==> config.mk <==
export PLATFORM = sky130hd
export DESIGN_NAME = mult_share_arbiter
export DESIGN_NICKNAME = d
export VERILOG_FILES = /design/src/rtl/mult_share_arbiter.sv
export SDC_FILE = /design/constraint.sdc
export NUM_CORES = 1
export LEC_CHECK = 0
export CAP_MARGIN = 20
export CORE_AREA = 8 8 253 255
export CTS_CLUSTER_SIZE = 30
export DETAILED_ROUTE_END_ITERATION = 6
export DIE_AREA = 0 0 261 263
export GPL_TIMING_DRIVEN = 0
export SYNTH_ARGS = -nofsm -noshare
export SYNTH_HDL_FRONTEND = slang
export SYNTH_SLANG_ARGS = --single-unit
==> constraint.sdc <==
create_clock -name clk -period 9.7 [get_ports clk]
set_input_delay 1.94 -clock clk [delete_from_list [all_inputs] [get_ports clk]]
set_output_delay 1.94 -clock clk [all_outputs]
set_load 0.01 [all_outputs]
==> src/rtl/mult_share_arbiter.sv <==
// Shares one dual-mode hard multiplier between NREQ requesters: one 32x32 job
// or up to two paired 16x16 jobs per cycle, results returned 2 cycles after handshake.
module mult_share_arbiter #(
  parameter int NREQ = 4
) (
  input  logic                 clk,
  input  logic                 reset,
  input  logic                 cfg_enable,
  input  logic [NREQ-1:0]      req_valid,
  input  logic [NREQ-1:0]      req_wide,
  input  logic [32*NREQ-1:0]   req_a,
  input  logic [32*NREQ-1:0]   req_b,
  output logic [NREQ-1:0]      req_ready,
  output logic [NREQ-1:0]      rsp_valid,
  output logic [64*NREQ-1:0]   rsp_data,
  output logic [31:0]          mult_a,
  output logic [31:0]          mult_b,
  output logic [1:0]           mult_valid,
  output logic                 mult_sel32,
  input  logic [63:0]          mult_c
);

  localparam int PW = (NREQ > 1) ? $clog2(NREQ) : 1;

  logic [31:0]     a_arr [NREQ];
  logic [31:0]     b_arr [NREQ];
  logic [63:0]     rsp_data_reg [NREQ];
  logic [NREQ-1:0] rsp_valid_reg;
  logic [NREQ-1:0] hit_f;
  logic [NREQ-1:0] hit_n;

  logic [PW-1:0]   ptr_reg, ptr_next;
  logic [NREQ-1:0] grant;
  logic            f_found, f_wide, n_found;
  logic [PW-1:0]   f_idx, n_idx;

  logic [31:0]     mult_a_reg, mult_b_reg;
  logic [1:0]      mult_valid_reg;
  logic            mult_sel32_reg;
  logic [PW-1:0]   own_f_reg, own_n_reg;

  genvar gi;
  generate
    for (gi = 0; gi < NREQ; gi++) begin : g_lane
      assign a_arr[gi] = req_a[32*gi +: 32];
      assign b_arr[gi] = req_b[32*gi +: 32];
      assign rsp_data[64*gi +: 64] = rsp_data_reg[gi];
      // Which requester owns each lane of the product coming back this cycle.
      assign hit_f[gi] = mult_valid_reg[0] && (own_f_reg == PW'(gi));
      assign hit_n[gi] = mult_valid_reg[1] && !mult_sel32_reg && (own_n_reg == PW'(gi));
    end
  endgenerate

  // Round-robin scan from ptr: first valid wins; a narrow winner pulls in the
  // next narrow requester, skipping any wide ones in between.
  always_comb begin : arb
    int            s;
    logic [PW-1:0] idx;
    logic [PW-1:0] last;
    s        = 0;
    idx      = '0;
    last     = '0;
    grant    = '0;
    f_found  = 1'b0;
    f_wide   = 1'b0;
    n_found  = 1'b0;
    f_idx    = '0;
    n_idx    = '0;
    ptr_next = ptr_reg;
    for (int k = 0; k < NREQ; k++) begin
      s = int'(ptr_reg) + k;
      if (s >= NREQ) s = s - NREQ;
      idx = PW'(s);
      if (req_valid[idx]) begin
        if (!f_found) begin
          f_found = 1'b1;
          f_idx   = idx;
          f_wide  = req_wide[idx];
        end else if (!f_wide && !n_found && !req_wide[idx]) begin
          n_found = 1'b1;
          n_idx   = idx;
        end
      end
    end
    if (cfg_enable && !reset && f_found) begin
      grant[f_idx] = 1'b1;
      if (n_found) grant[n_idx] = 1'b1;
      last     = n_found ? n_idx : f_idx;
      ptr_next = (last == PW'(NREQ - 1)) ? '0 : last + 1'b1;
    end
  end

  assign req_ready = grant;

  always_ff @(posedge clk) begin
    if (reset) begin
      ptr_reg        <= '0;
      mult_a_reg     <= '0;
      mult_b_reg     <= '0;
      mult_valid_reg <= '0;
      mult_sel32_reg <= 1'b0;
      own_f_reg      <= '0;
      own_n_reg      <= '0;
    end else begin
      ptr_reg   <= ptr_next;
      own_f_reg <= f_idx;
      own_n_reg <= n_idx;
      if (|grant) begin
        if (f_wide) begin
          mult_a_reg     <= a_arr[f_idx];
          mult_b_reg     <= b_arr[f_idx];
          mult_valid_reg <= 2'b11;
          mult_sel32_reg <= 1'b1;
        end else begin
          mult_a_reg     <= {n_found ? a_arr[n_idx][15:0] : 16'h0, a_arr[f_idx][15:0]};
          mult_b_reg     <= {n_found ? b_arr[n_idx][15:0] : 16'h0, b_arr[f_idx][15:0]};
          mult_valid_reg <= {n_found, 1'b1};
          mult_sel32_reg <= 1'b0;
        end
      end else begin
        mult_a_reg     <= '0;
        mult_b_reg     <= '0;
        mult_valid_reg <= '0;
        mult_sel32_reg <= 1'b0;
      end
    end
  end

  always_ff @(posedge clk) begin
    if (reset) begin
      rsp_valid_reg <= '0;
      for (int i = 0; i < NREQ; i++) rsp_data_reg[i] <= '0;
    end else begin
      rsp_valid_reg <= hit_f | hit_n;
      for (int i = 0; i < NREQ; i++) begin
        if (hit_f[i])
          rsp_data_reg[i] <= mult_sel32_reg ? mult_c : {32'h0, mult_c[31:0]};
        else if (hit_n[i])
          rsp_data_reg[i] <= {32'h0, mult_c[63:32]};
      end
    end
  end

  assign rsp_valid  = rsp_valid_reg;
  assign mult_a     = mult_a_reg;
  assign mult_b     = mult_b_reg;
  assign mult_valid = mult_valid_reg;
  assign mult_sel32 = mult_sel32_reg;

endmodule
# [After elaboration in Yosys (flattened, before gate mapping)]
# Memories as Yosys holds them, arrays and structs flattened.
# Cells that the tools add are included.
[op_classes] n_lt_le_gt_ge=14 eq_ne=7 mul=0 add_sub_neg=8 bitwise_logic=13 n_shift=0 reduce_logical=32 div=0 muxes=121
[ops] cell="$mux W64" count=9
[ops] cell="$bmux W32 S2" count=4
[ops] cell="$mux W32" count=6
[ops] cell="$mux W16" count=6
[ops] cell="$mux W1" count=61
[ops] cell="$mux W2" count=23
[ops] cell="$logic_and A1 B1 Y1" count=18
[ops] cell="$lt A2 B3 Y1 const B" count=6
[ops] cell="$bmux W1 S2" count=8
[ops] cell="$ge A3 B3 Y1 const B" count=5
[ops] cell="$eq A2 B2 Y1 const B" count=5
[ops] cell="$logic_not A1 Y1" count=10
[ops] cell="$mux W4" count=2
[ops] cell="$or A1 B1 Y1" count=8
[ops] cell="$or A4 B4 Y4" count=2
[ops] cell="$sub A2 B1 Y2 const B" count=4
[ops] cell="$add A2 B2 Y3 const B" count=2
[ops] cell="$not A2 Y3" count=2
[ops] cell="$demux W1 S2" count=2
[ops] cell="$eq A2 B1 Y1 const B" count=2
[ops] cell="$ge A2 B1 Y1 const B" count=2
[ops] cell="$logic_not A2 Y1" count=2
[ops] cell="$reduce_or A4 Y1" count=1
[ops] cell="$add A2 B1 Y3 const B" count=1
[ops] cell="other kinds (4)" count=4
[totals] in_bits=331 wordCells=204 regBits=77 ram_bits=256 out_inout_bits=331 rom_bits=0 n_memories=1 latch_bits=0
[memory_table] name="rsp_data_reg" depth=4 word_bits=64 rd=4 rd_ports_with_merged_regs=0 wr=4 line_no="27" source="logic [63:0] rsp_data_reg [NREQ];"

# [Longest topological paths before layout]
# Gate-level depths: netlist of the first run.
[logic_depth] word_depth=32 depth_mapped=13 mapped_depth_nobuf=8

# [Worst setup path after synthesis of the first run]
# Ideal clock, no wire load.
[synth_timing] path_type="input to output" from="input port req_valid[2]" to="output port req_ready[2]" slack_ns=3.569 t_arrival_ns=4.191 cell_stages=11 required_ns=7.760 path_buffers=4 cell_sequence="buf_6 -> nor2b_1 -> nand2_1 -> mux4_2 -> a32o_1 -> a31oi_1 -> buf_2 -> buf_4 -> buf_4 -> o21ai_0 -> a21oi_1"
[synth_between] elab_chain_cells=27 elab_cells_between_ends=66 cone_classes="order compare: 4; mux: 48; bitwise: 1; reduce/logical: 13"
[synth_lines] item="start, declared" line_no="9" source="input logic [NREQ-1:0] req_valid,"
[synth_lines] item="$bmux W1 S2" line_no="74" source="if (req_valid[idx]) begin"
[synth_lines] item="$mux W1 (implied by the code)" line_no="74"
[synth_lines] item="$mux W1" line_no="74"
[synth_lines] item="$logic_not A1 Y1" line_no="79" source="end else if (!f_wide && !n_found && !req_wide[idx]) begin"
[synth_lines] item="$logic_and A1 B1 Y1" line_no="79"
[synth_lines] item="$mux W1" line_no="79"
[synth_lines] item="$mux W1" line_no="75" source="if (!f_found) begin"
[synth_lines] item="$mux W1" line_no="74"
[synth_lines] item="(+11 left out)"
[synth_lines] item="$mux W2" line_no="74"
[synth_lines] item="$lt A2 B3 Y1 (implied by the code) / $ge A2 B1 Y1 (equally long branches)" line_no="87" source="if (n_found) grant[n_idx] = 1'b1;"
[synth_lines] item="$logic_and A1 B1 Y1 (implied by the code)" line_no="87"
[synth_lines] item="$mux W1 (implied by the code)" line_no="87"
[synth_lines] item="$demux W1 S2" line_no="87"
[synth_lines] item="$or A4 B4 Y4 (no line)"
[synth_lines] item="$mux W4" line_no="87"
[synth_lines] item="$mux W4 *" line_no="85" source="if (cfg_enable && !reset && f_found) begin"
[synth_lines] item="end, declared" line_no="13" source="output logic [NREQ-1:0] req_ready,"
# Every way passes the cells marked *; elsewhere a longest branch is shown, timed or not. The select of a mux whose other input is x is not followed.

# [Worst setup path after layout of the first run]
[layout_timing] from="input port req_valid[0]" to="output port req_ready[2]"
# Same word-level chain as after synthesis.

==> flow_metrics.env, run 1 <==
export IMPL_p_switching_w=0.00136
export IMPL_grt_use_total_pct=22.5
export IMPL_critPathBufInv=5
export IMPL_final_layout_size_suffix_gt1_share_pct=11.2
export IMPL_grt_pass1_vias=14114
export IMPL_grt_overflow=0
export IMPL_yosys_warnings=0
export IMPL_synth_top_cell_by_area="edfxtp_1"
export IMPL_ys_ff_latch=333
export IMPL_synth_top_area_share_pct=49.8
export IMPL_vias_per_cell=5.04
export IMPL_ctsLongestPathBuffers=3
export IMPL_wl_per_cell_um=30.6
export IMPL_areaGrowthSynthToFinish_pct=58.3
export IMPL_post_cts_resized=0
export IMPL_drt_first_pass_iters=5
export IMPL_finalHoldViolations=0
export IMPL_vias=13323
export IMPL_syn_area_per_cell_um2=13.9
export IMPL_p_clk_share_pct=30.6
export IMPL_synth_most_common_cell="edfxtp_1"
export IMPL_synth_distinct_cells=57
export IMPL_fin_area_um2=24400
export IMPL_holdCritPathClass="register to register"
export IMPL_crit_path_max_incr_delay_ns=0.65
export IMPL_grt_pass1_wl_um=110000
export IMPL_cp_end_kind="output pin"
export IMPL_dieArea_um2=68600
export IMPL_cts_sinks=333
export IMPL_start_kind="input port"
export IMPL_path_class="input port to output pin"
export IMPL_ioPinCount=662
export IMPL_placed_cell_area_um2=23200
export IMPL_die_x_um=261
export IMPL_fp_dieH_um=263
export IMPL_path_clk_slew_ns=0.06
export IMPL_clk_latency_ns=0.55
export IMPL_crit_required_ns=7.76
export IMPL_final_nets=2152
export IMPL_cp_max_fo=10
export IMPL_postCtsSetupBuffers=0
export IMPL_worstMarginPinSlew_ns=1.02
export IMPL_cp_arrival_ns=5.95
export IMPL_clock_root_buffer="clkbuf_16"
export IMPL_grt_max_degree=51
export IMPL_routed_wl_um=80900
export IMPL_synth_edf_count=256
export IMPL_seqPwrFrac_pct=38.3
export IMPL_fin_worst_skew_ns=0.0102
export IMPL_antenna_found_initial=22
export IMPL_fmax_mhz=127
export IMPL_dominantRegCellSynth="edfxtp_1"
export IMPL_fin_crit_sh_pct=81.4
export IMPL_core_area_um2=59900
export IMPL_finalWorstPathRequiredPeriod_ns=7.89
export IMPL_rsz0062_at_grt="no"
export IMPL_outcome="complete, no violations"
export IMPL_h_tree_depth=2
export IMPL_portBuffers=660
export IMPL_power_frac_comb_pct=31.1
export IMPL_crit_family="buffers and inverters"
export IMPL_drt_iter0_drc=1061
export IMPL_seq_area_frac_synth_pct=59.8
export IMPL_powerDensity_nw_per_um2=187
export IMPL_leakage_nw=8.80
export IMPL_synth_cell_area_um2=15400
export IMPL_syn_inst=1111
export IMPL_cts_tree="done"
export IMPL_dp_final_hpwl_um=65400
export IMPL_ir_drop_v=0.0000981
export IMPL_setup_tns_ns=0
export IMPL_synth_area_leaders="edfxtp_1, mux4_2, dfxtp_1"
export IMPL_synth_async_reset_ratio_pct=0
export IMPL_ant_nets=0
export IMPL_maxCapViolations=0
export IMPL_globalplace_congestion=0.973
export IMPL_yosys_top_cells_count="edfxtp_1, nor2_1, a22o_1"
export IMPL_rows=90
export IMPL_p_sw_share_pct=29.7
export IMPL_drc=0
export IMPL_hold_buffers=0
export IMPL_slew_viol_final=0
export IMPL_slew_headroom_pct=32.2
export IMPL_setup_violations_final=0
export IMPL_cts_made_buffers=37
export IMPL_largest_register_ff_count=256
export IMPL_syn_num_nets=1443
export IMPL_cp_slowest_cell="clkdlybuf4s50_1"
export IMPL_start_util_pct=25.8
export IMPL_crit_chain="clkdlybuf4s50_1 > nor2b_1 > nand2_1 > mux4_2 > a32o_1 > a31oi_1 > buf_2 > buf_4 > buf_4 > o21ai_0 > a21oi_1 > clkdlybuf4s50_1"
export IMPL_internal_power_w=0.00322
==> final cells by class <==
cell class	instances	area (um^2)
inverters	6	22.5
fillers	5697	35500
repair buffers	670	6760
clock buffers	45	970
multi-input cells	677	5730
clock inverters	20	206
well taps	782	978
flip-flops and latches	333	9230
plain buffers	95	490
diodes	17	42.5
==> power groups by stage <==
stage | Combinational, W | Sequential, W | Clock, W
CTS | 0.00144 | 0.00175 | 0.00142
detailed placement | 0.00143 | 0.00178 | 0
finish | 0.00142 | 0.00175 | 0.00140
floorplan | 0.000647 | 0.00184 | 0
global route | 0.00150 | 0.00176 | 0.00147
global placement | 0.00142 | 0.00179 | 0
==> tightest hold or removal path, cell delays in order, from the launching register on <==
cell	delay, ns
dfxtp_1	0.36
nand3_1	0.15
nand2_1	0.06
==> through the flow <==
step / instances / total power [W] / setup WS [ns] / utilization, % / hold WS [ns]
4_1_cts: 2627 / 0.00462 / 1.78 / 40.7 / 0.632
6_report: 2645 / 0.00457 / 1.81 / 40.8 / 0.621
5_1_grt: 2639 / 0.00474 / 1.65 / 40.8 / 0.663
2_1_floorplan: 1111 / 0.00249 / 3.57 / - / 0.504
3_3_place_gp: 2553 / 0.00321 / 1.78 / 38.4 / 0.601
3_5_place_dp: 2562 / 0.00322 / 1.79 / 38.7 / 0.621
==> cells in the final DEF, fill, tap and decap left out, types with 28 or more instances in the layout <==
master,n
o221ai_2,28
mux2i_1,72
clkbuf_16,37
edfxtp_1,256
dfxtp_1,77
nand2_1,75
clkbuf_1,67
a22o_1,128
mux4_2,69
clkdlybuf4s50_1,660
nor2_1,151
and2_1,32
==> logic make-up (layout without fill, tap and decap cells) <==
kind of cell / Yosys count / after routing / synth area share [%]
DFF: 333 / 333 / 59.8
and+or+nand+nor: 326 / 326 / 9.67
AOI/OAI and AO/OA: 209 / 209 / 12.4
muxes: 141 / 141 / 14.7
buffers and inverters: 101 / 836 / 3.32
adders and majority gates: 1 / 1 / 0.0811
other: 0 / 17 / 0
==> routing by layer <==
layer	up-vias	track usage [%]	part of all wire [%]	routed length (um)
met1	6634	23.0	34	27500
met5	-	0	0.058	47
met4	8	9.43	4.9	3980
li1	5752	-	-	-
met3	125	6.70	9.1	7350
met2	804	41.9	52	42000
==> final timing paths <==
path	start	end	slack, ns	depth (start not counted)
worst max-delay path	req_valid[0]	req_ready[2]	1.81	12
worst min-delay path	own_n_reg[0]	rsp_valid[3]	0.62	2
worst max register to register	ptr_reg[0]	mult_a[21]	5.92	11
worst min register to register	own_n_reg[0]	rsp_valid[3]	0.62	2
(Power assumes the default switching activity.)
==> run 2: changes to the inputs <==
==> constraint.sdc (replaced) <==
create_clock -name clk -period 6.6 [get_ports clk]
set_input_delay 1.32 -clock clk [delete_from_list [all_inputs] [get_ports clk]]
set_output_delay 1.32 -clock clk [all_outputs]
set_load 0.01 [all_outputs]
==> flow_metrics.env, run 2 (synthesis gave the netlist of run 1 again) <==
export IMPL_drt_first_pass_iters=5
export IMPL_dp_final_hpwl_um=65400
export IMPL_portBuffers=660
export IMPL_drt_iter0_drc=1031
export IMPL_routed_wl_um=81000
export IMPL_ioPinCount=662
export IMPL_crit_path_max_incr_delay_ns=0.59
export IMPL_antenna_found_initial=22
export IMPL_cp_max_fo=10
export IMPL_h_tree_depth=2
export IMPL_globalplace_congestion=0.973
export IMPL_cts_made_buffers=37
export IMPL_setup_violations_final=0
export IMPL_placed_cell_area_um2=23200
export IMPL_grt_max_degree=51
export IMPL_core_area_um2=59900
export IMPL_hold_buffers=0
export IMPL_hold_ws_ns=0.621
export IMPL_utilization_pct=40.8
export IMPL_maxCapViolations=0
export IMPL_powerDensity_nw_per_um2=275
export IMPL_ir_drop_v=0.000145
export IMPL_final_layout_size_suffix_gt1_share_pct=11.4
export IMPL_fp_dieH_um=263
export IMPL_clock_root_buffer="clkbuf_16"
export IMPL_vias=13334
export IMPL_grt_overflow=0
export IMPL_path_clk_slew_ns=0.06
export IMPL_min_from="own_n_reg[0]"
export IMPL_fin_crit_sh_pct=96.5
export IMPL_fin_worst_skew_ns=0.00971
export IMPL_outcome="complete, no violations"
export IMPL_vias_per_cell=5.04
export IMPL_crit_required_ns=5.28
export IMPL_critPathBufInv=5
export IMPL_cts_tree="done"
export IMPL_cts_sinks=333
export IMPL_areaGrowthSynthToFinish_pct=58.5
export IMPL_dp_worst_setup_slack_ns=-0.0739
export IMPL_leakage_nw=8.84
export IMPL_final_nets=2152
export IMPL_fin_area_um2=24500
export IMPL_start_kind="input port"
export IMPL_path_class="input port to output pin"
export IMPL_final_common_cell="clkdlybuf4s50_1"
export IMPL_dieArea_um2=68600
export IMPL_crit_chain="clkdlybuf4s50_1 > nor2b_2 > nand2_1 > mux4_2 > a32o_1 > a31oi_1 > buf_2 > buf_4 > buf_4 > o21ai_0 > a21oi_1 > clkdlybuf4s50_1"
export IMPL_drc=0
export IMPL_rsz0062_at_grt="no"
export IMPL_crit_family="buffers and inverters"
export IMPL_slew_headroom_pct=32.3
export IMPL_clk_latency_ns=0.55
export IMPL_grt_pass1_vias=14113
export IMPL_wl_per_cell_um=30.6
export IMPL_rr_startpoint="ptr_reg[0]"
export IMPL_finalHoldViolations=0
export IMPL_rows=90
export IMPL_grt_use_total_pct=22.5
export IMPL_die_x_um=261
export IMPL_cp_arrival_ns=5.05
export IMPL_largest_register_ff_count=256
export IMPL_ctsLongestPathBuffers=3
export IMPL_worstMarginPinSlew_ns=1.02
export IMPL_start_util_pct=25.8
export IMPL_crit_path_start="req_wide[2]"
export IMPL_slew_viol_final=0
export IMPL_cp_slowest_cell="clkdlybuf4s50_1"
export IMPL_grt_pass1_wl_um=110000
export IMPL_finalWorstPathRequiredPeriod_ns=6.37
export IMPL_setup_tns_ns=0
export IMPL_cp_end_kind="output pin"
export IMPL_fmax_mhz=157
export IMPL_timing_final_ws_setup_ns=0.233
export IMPL_holdCritPathClass="register to register"
export IMPL_ant_nets=0
export IMPL_mostFrequentLayoutCells="clkdlybuf4s50_1, edfxtp_1, nor2_1"
## run 2: changes by cell type in the layout (fill, tap and decap cells not counted), sizes merged
cell	delta
clkdlybuf4s50	-3
dlymetal6s2s	+3
## run 2: area by class of cell
class                           count  area [um^2]
Clock buffer                       45          970
Sequential cell                   333         9230
Fill cell                        5700        35500
Antenna cell                       17         42.5
Inverter                            6         22.5
Buffer                             95          490
Tap cell                          782          978
Multi-Input combinational cell    677         5750
Clock inverter                     20          206
Timing Repair Buffer              670         6770
## run 2: timing repair
action,in CTS,in global routing
gates resized for setup,2,7
pin swaps,0,1
setup buffers,0,0
endpoints found under the setup margin,1,1
gates cloned,0,0
## run 2: per-stage QoR
step	std cells	power [W]
global route	2639	0.00696
floorplan	1111	0.00365
detailed placement	2562	0.00473
finish	2645	0.00672
CTS	2627	0.00678
global placement	2553	0.00472
## run 2: worst register-to-register path, stage by stage (launching register included)
cell	delay, ns
dfxtp_1	0.31
buf_2	0.18
inv_1	0.16
buf_1	0.45
o21a_1	0.22
o22ai_1	0.16
inv_1	0.16
clkbuf_1	0.58
clkbuf_1	0.76
mux4_2	0.44
nand2_1	0.14
o221ai_2	0.11
## run 2: final timing paths
check	slack [ns]	endpoint	depth (start not counted)
max	0.23	req_ready[2]	12
min	0.62	rsp_valid[3]	2
max reg2reg	2.81	mult_a[21]	11
min reg2reg	0.62	rsp_valid[3]	2
## run 2: report_power, final
| part | total [W] | leakage [nW] | internal, W | switching (W) |
|---|---|---|---|---|
| Sequential | 0.00257 | 3.30 | 0.00249 | 0.0000879 |
| Combinational | 0.00209 | 4.96 | 0.00107 | 0.00103 |
| Clock | 0.00205 | 0.575 | 0.00117 | 0.000881 |
| Total | 0.00672 | 8.84 | 0.00473 | 0.00199 |
## run 2: routing by layer
metal | track usage [%] | routed length (um) | part of all wire, %
met1 | 23.0 | 27500 | 34
met2 | 41.9 | 42000 | 52
met3 | 6.70 | 7450 | 9.2
met4 | 9.43 | 4070 | 5.0
met5 | 0 | 47 | 0.058
==> run 3: changes to the inputs <==
--- a/config.mk
+++ b/config.mk
@@ -11,6 +11,7 @@
 export DETAILED_ROUTE_END_ITERATION = 6
 export DIE_AREA = 0 0 261 263
 export GPL_TIMING_DRIVEN = 0
+export HOLD_SLACK_MARGIN = 0.06
 export SYNTH_ARGS = -nofsm -noshare
 export SYNTH_HDL_FRONTEND = slang
 export SYNTH_SLANG_ARGS = --single-unit
==> results of run 3 <==
Same layout as run 2: the final DEF is identical, and so are final timing and power.
